### config.mk
export PLATFORM = sky130hd
export DESIGN_NAME = stopwatch_up
export DESIGN_NICKNAME = d
export VERILOG_FILES = /design/src/rtl/stopwatch_up.sv
export SDC_FILE = /design/constraint.sdc
export NUM_CORES = 1
export LEC_CHECK = 0
export ABC_AREA = 1
export BUFFER_PORTS_ARGS = -buffer_cell sky130_fd_sc_hd__buf_2
export CORE_ASPECT_RATIO = 0.6
export CORE_MARGIN = 2
export CORE_UTILIZATION = 59
export CTS_BUF_LIST = sky130_fd_sc_hd__clkbuf_8
export DETAILED_ROUTE_END_ITERATION = 16
export GPL_ROUTABILITY_DRIVEN = 0
export PLACE_DENSITY = 0.82
export SLEW_MARGIN = 20
export SYNTH_ARGS = -nofsm -noshare
export SYNTH_HDL_FRONTEND = slang
export SYNTH_SLANG_ARGS = --single-unit
### constraint.sdc
create_clock -name clk -period 2 [get_ports clk]
set_clock_uncertainty 0.2 [all_clocks]
set_input_delay 0.1 -clock clk [delete_from_list [all_inputs] [get_ports clk]]
set_output_delay 0.1 -clock clk [all_outputs]
set_load 0.1 [all_outputs]
### src/rtl/stopwatch_up.sv
// stopwatch_up: count-up stopwatch with prescaled 1 s tick, h/m/s fields, lap capture and sticky overflow
module stopwatch_up #(
  parameter int CLK_HZ  = 100_000_000,
  parameter int MAX_SEC = 86399
) (
  input  logic        clk,
  input  logic        rst,
  input  logic        run,
  input  logic        pause,
  input  logic        clear,
  input  logic        lap,
  output logic [16:0] seconds,
  output logic [4:0]  hh,
  output logic [5:0]  mm,
  output logic [5:0]  ss,
  output logic [16:0] lap_sec,
  output logic        lap_valid,
  output logic        state,
  output logic        tick,
  output logic        overflow
);
  localparam int PW = $clog2(CLK_HZ);
  localparam logic [PW-1:0] TOP = PW'(CLK_HZ - 1);
  localparam logic [16:0] MAX = 17'(MAX_SEC);
  localparam logic STOPPED = 1'b0;
  localparam logic RUNNING = 1'b1;
  logic [PW-1:0] presc;
  logic lap_q, fire, done, lap_edge, ss_wrap, mm_wrap;
  always_comb begin
    fire = state == RUNNING && presc == TOP;
    done = fire && seconds + 17'd1 == MAX;
    lap_edge = lap && !lap_q;
    ss_wrap = ss == 6'd59;
    mm_wrap = mm == 6'd59;
  end
  // terminal tick outranks run/pause so a coincident pause still ends in overflow
  always_ff @(posedge clk) begin
    if (rst || clear) begin
      presc <= '0;
      lap_q <= 1'b0;
      seconds <= '0;
      hh <= '0;
      mm <= '0;
      ss <= '0;
      lap_sec <= '0;
      lap_valid <= 1'b0;
      state <= STOPPED;
      tick <= 1'b0;
      overflow <= 1'b0;
    end else begin
      tick <= fire;
      lap_q <= lap;
      lap_valid <= lap_edge;
      if (lap_edge) lap_sec <= seconds;
      if (state == RUNNING) presc <= fire ? '0 : presc + 1'b1;
      if (fire) begin
        seconds <= seconds + 17'd1;
        ss <= ss_wrap ? 6'd0 : ss + 6'd1;
        mm <= ss_wrap ? (mm_wrap ? 6'd0 : mm + 6'd1) : mm;
        hh <= (ss_wrap && mm_wrap) ? hh + 5'd1 : hh;
      end
      if (done) begin
        state <= STOPPED;
        overflow <= 1'b1;
      end else if (state == STOPPED && run && !pause && !overflow) state <= RUNNING;
      else if (state == RUNNING && pause && !run) state <= STOPPED;
    end
  end
endmodule

# Word level (Yosys, flattened, before mapping)
# Cells that the tools add are included.
[totals]
reg_bits = 83
latchBits = 0
mem_bits_rw = 0
romBits = 0
inputBits = 6
output_inout_bits = 55
word_cells = 44
n_memories = 0
[op_classes]
add_sub_neg = 5
mul = 0
n_div = 0
n_lt_le_gt_ge = 0
n_eq_ne = 4
shifts = 0
mux = 5
bitwise = 1
reduce_logical = 18
[ops]
columns = ["cell", "n"]
rows = [
  ["27-bit by 1-bit adder with 27-bit output (second input constant)", 1],
  ["27-bit == test (second input constant)", 1],
  ["27-bit 2-to-1 mux", 1],
  ["17-bit by 1-bit adder with 17-bit output (second input constant)", 1],
  ["17-bit == test (second input constant)", 1],
  ["6-bit by 1-bit adder with 6-bit output (second input constant)", 2],
  ["6-bit == test (second input constant)", 2],
  ["6-bit 2-to-1 mux", 2],
  ["1-bit logical AND", 9],
  ["5-bit by 1-bit adder with 5-bit output (second input constant)", 1],
  ["1-bit logical NOT", 4],
  ["2-bit AND reduction", 2],
  ["1-bit 2-to-1 mux", 2],
  ["2-bit nonzero test", 1],
  ["2-bit OR reduction", 1],
  ["1-bit logical OR", 1],
  ["1-bit inverter", 1],
]

# Logic depth before layout (Yosys ltp)
[depth]
depth_word = 5
mapped_depth = 12

# Worst setup path before layout
# Ideal clock, no wire load.
[synth_timing]
path_kind = "reg2reg"
startpoint = "register state"
endpoint = "register presc[0]"
t_arrival_ns = 2.232
required_time_ns = 1.636
setup_slack_ns = -0.596
path_stages_with_launch = 13
n_path_buf = 1
period_less_slack_ns = 2.596
cell_sequence = "dfxtp_1 -> inv_2 -> nor2_2 -> nand3_1 -> nor2_2 -> nand2_2 -> nor2_8 -> inv_4 -> nand2_4 -> inv_2 -> buf_6 -> nand3_1 -> o31ai_1"
[synth_via]
elab_chain_cells = 2
[synth_lines]
columns = ["item", "line", "rtl"]
rows = [
  ["start, declared", "18", "output logic state,"],
  ["start signal, assigned", "47", "state <= STOPPED;"],
  ["start signal, assigned", "63", "state <= STOPPED;"],
  ["start signal, assigned", "65", "end else if (state == STOPPED && run && !pause && !overflow) state <= RUNNING;"],
  ["1-bit logical AND", "30", "fire = state == RUNNING && presc == TOP;"],
  ["27-bit 2-to-1 mux", "55", "if (state == RUNNING) presc <= fire ? '0 : presc + 1'b1;"],
  ["end signal, assigned", "55", ""],
  ["end, declared", "27", "logic [PW-1:0] presc;"],
]
# Parallel ways exist; a longest one is shown, timed or not.
# A chain may end at the register's enable or synchronous reset.

# Worst setup path after layout
[layout_timing]
startpoint = "register presc[11]"
endpoint = "register presc[23]"
[layout_via]
elab_chain_cells = 3
[layout_lines]
columns = ["item", "line"]
rows = [
  ["branches (longest 2 deep; another with 27-bit by 1-bit adder with 27-bit output)", "n/a"],
  ["27-bit 2-to-1 mux (*)", "55"],
]
# Mark *: on every way between the ends.

==> reports/summary.txt <==
Final Critical Period: 1.96 ns
WP data required: 2.07 ns
# fillers: 496
Sw Ratio: 25.2%
CTS tree: done
setup slack, reg-to-reg: 0.04 ns
latest clock arrival within the worst-skew pair: 0.37 ns
Setup crit start: presc[11]$_SDFFE_PP0P_
slew of the pin with the lowest slew margin: 0.505 ns
setup violators final: 0
P_leak: 2.01 nW
clk slew on worst S/H paths: 0.08 ns
synthesized area per cell: 7.12 um^2
H-tree lvl count: 3
first drt pass iteration count: 6
critical setup path kind: reg -> reg
hold path start: rst
worst path cell trace: nand2_1 > nor2_1 > nand2_1 > inv_1 > nand2_1 > nor3_2 > nand3_1 > o21ai_2 > nor2_1
most used cell, CP: nand2_1
Combinational Power Share: 6.5%
die width: 111 um
HPWL reported at the end of detailed placement: 7920 um
Max-slew headroom: 66.5%
layout cells sized above 1: 29.8%
Crit. End Element: flop
yosys warns: 0
P per Cell Area: 635 nW/um^2
synthesized area: 4020 um^2
maxcap violations: 0
Synth area leaders: dfxtp_1 41%, nand2_1 11%, inv_1 5.5%
dpl cells: 722
root buf cell: clkbuf_8
GRT Util Overall: 30.1%
final instance area: 5040 um^2
first-pass GRT wire length: 18000 um
cell taking the most area after synthesis: dfxtp_1
DRC viols: 0
maximum VDD drop: 0.000813 V
Syn Inst Count: 565
Netlist cell types: 40
WP data arrival: 2.03 ns
via count: 4274
clk buf depth: 2
Fmax achieved: 511 MHz
HP Class: in -> reg
slowest stage delay, CP: 0.40 ns
number of buffers created by CTS: 9
largest net degree at the start of global routing: 30
n_diodes: 0
Worst path slowest cell: dfxtp_1
Fin Setup TNS: 0 ns
CORE AREA: 6650 um^2
sequential power share: 51.8%
CP startpoint kind: flop
drt total wl: 11300 um
Net Sw Power: 0.809 mW
number of global-route vias before repair: 3766
Fin. Hold Viols: 0
total congestion overflow: 0
Slew Limit Fails: 0
PortBufs: 60
DR WL/cell: 15.1 um
die height: 68.0 um
placed cell areas: 4610 um^2
Sink Count: 83
Final Cycle Share: 97.8%
Initial Utilization: 60.5%
Clock Power Share: 41.7%
drt via density: 5.71
R2R Path Start: presc[11]$_SDFFE_PP0P_
DIE AREA: 7520 um^2
worst-path fanout max: 4
Pint: 2.40 mW
final std cells w/o fill: 749
post-layout net count: 669
# rows: 23
First DRT Iteration DRCs: 478
antenna viol nets, final: 0
Synthesized Nets: 577
Synth top area share: 41.3%
outcome: finished, final reports clean
number of synthesized register bits: 83
io pins: 61
initial antenna violation count: 0
Seq/Total Area, Yosys: 41.3%
area growth from synthesis to layout: 25.4%
-- flip-flops by register name, summed over array words and instances (netlist names) --
signal and flops:
hh 5, lap_valid 1, lap_sec 17, tick 1, overflow 1, ss 6
seconds 17, lap_q 1, mm 6, presc 27, state 1
-- cells in the mapped netlist --
library cell	instances
o21ai_1	3
or2_2	1
buf_6	2
o21a_1	1
nand2_2	5
nand4_1	18
o31ai_1	3
inv_4	1
a211oi_1	1
o22ai_1	6
nand3b_1	1
inv_1	59
dfxtp_1	83
o21ai_2	4
buf_4	2
nor3_2	1
xor2_1	10
nor3_1	18
inv_2	8
nor3b_1	2
nand3_1	44
o21ai_0	41
nand3_2	1
a21oi_1	41
nor2_2	8
nand2_4	1
a31oi_1	1
o211ai_1	1
ha_1	6
nor3_4	1
nor2_8	1
and3_1	1
clkbuf_1	5
buf_2	2
or2_0	1
nor2_1	59
nand2_1	114
xnor2_1	6
buf_1	1
nor4_1	1
-- worst paths after layout --
path	endpoint	cells after the start
setup / recovery	presc[23]$_SDFFE_PP0P_	9
hold / removal	lap_sec[6]$_SDFFE_PP0P_	5
setup reg to reg	presc[23]$_SDFFE_PP0P_	9
hold reg to reg	ss[0]$_SDFFE_PP0N_	1
-- power groups by stage --
stage / registers, mW / clock network (mW) / logic, mW
floorplan: 1.79 / 0 / 0.0608
global placement: 1.70 / 0 / 0.195
detailed placement: 1.70 / 0 / 0.198
CTS: 1.66 / 1.35 / 0.204
global route: 1.66 / 1.41 / 0.221
finish: 1.66 / 1.34 / 0.209
-- per-layer routing --
metal  routed length [um]  GRT usage [%]  vias up  share of wire [%]
met4                  168           10.2        0                1.5
met2                 4880           45.9      211                 43
met1                 5140           41.4     1994                 45
li1                     -              -     2051                  -
met3                 1120           8.68       18                9.9
met5                    0              0        -                  0
-- through the flow --
stage          power (mW)  util, %  hold slack, ns  setup slack (ns)
2_1_floorplan        1.85        -          0.0352            0.0156
3_3_place_gp         1.89     69.3           0.133            0.0807
3_5_place_dp         1.90     69.3           0.153           -0.0263
4_1_cts              3.22     73.4         0.00303            0.0151
5_1_grt              3.30     75.9          0.0318           -0.0434
6_report             3.20     75.9          0.0265            0.0449
-- cell usage in the layout (no fill, tap or decap), types with 2 or more instances in the layout --
cell / Yosys / layout
xnor2_1: 6 / 6
buf_2: 2 / 60
inv_4: 1 / 2
a21oi_1: 41 / 41
o21ai_2: 4 / 4
nand2_1: 114 / 112
o21ai_0: 41 / 40
buf_4: 2 / 26
nor2_2: 8 / 12
nor2_1: 59 / 49
inv_2: 8 / 8
ha_1: 6 / 4
o31ai_1: 3 / 3
clkbuf_8: 0 / 9
dlygate4sd3_1: 0 / 5
nand4_1: 18 / 18
nor3_2: 1 / 5
bufinv_16: 0 / 2
o22ai_1: 6 / 6
nor2_4: 0 / 6
nor3_1: 18 / 14
nor3b_1: 2 / 2
nand3_1: 44 / 41
dfxtp_1: 83 / 43
dfxtp_4: 0 / 10
inv_1: 59 / 59
nand3_2: 1 / 4
dfxtp_2: 0 / 30
xor2_1: 10 / 10
clkinv_4: 0 / 2
o21ai_1: 3 / 4
nand2_2: 5 / 7
-- worst max-delay path: cells and delay by family (launching register included) --
kind	cells	cell delay [ns]
DFF	1	0.40
and+or+nand+nor	7	0.99
AOI/OAI and AO/OA	1	0.17
buffers and inverters	1	0.09
-- cell type report --
cell class                 count  area, um^2  area share (%)
inverter                      68         260            5.16
clock inverter                 7        93.8            1.86
tap                           87         109            2.16
timing repair buffer          93         577            11.4
sequential                    83        1740            34.4
clock buffer                   9         124            2.46
multi-input combinational    402        2140            42.5
-- timing repair --
action	in CTS	in global routing
hold buffers	5	0
pin swaps	0	7
resized for setup	1	40
buffers inserted	0	6
hold endpoints to repair	11	0
setup endpoints to repair	1	53
cloned	0	0
-- kinds of logic (layout without fill, tap and decap cells) --
family          after synthesis  count (layout)  synth area share, %
compound gates              102             102                 13.7
xor+xnor                     16              16                 3.48
fa+ha+maj                     6               6                 1.87
buf+inv                      80             177                 8.15
flops                        83              83                 41.3
simple gates                278             278                 31.5
Note: power is estimated with default switching activity, not from simulation.
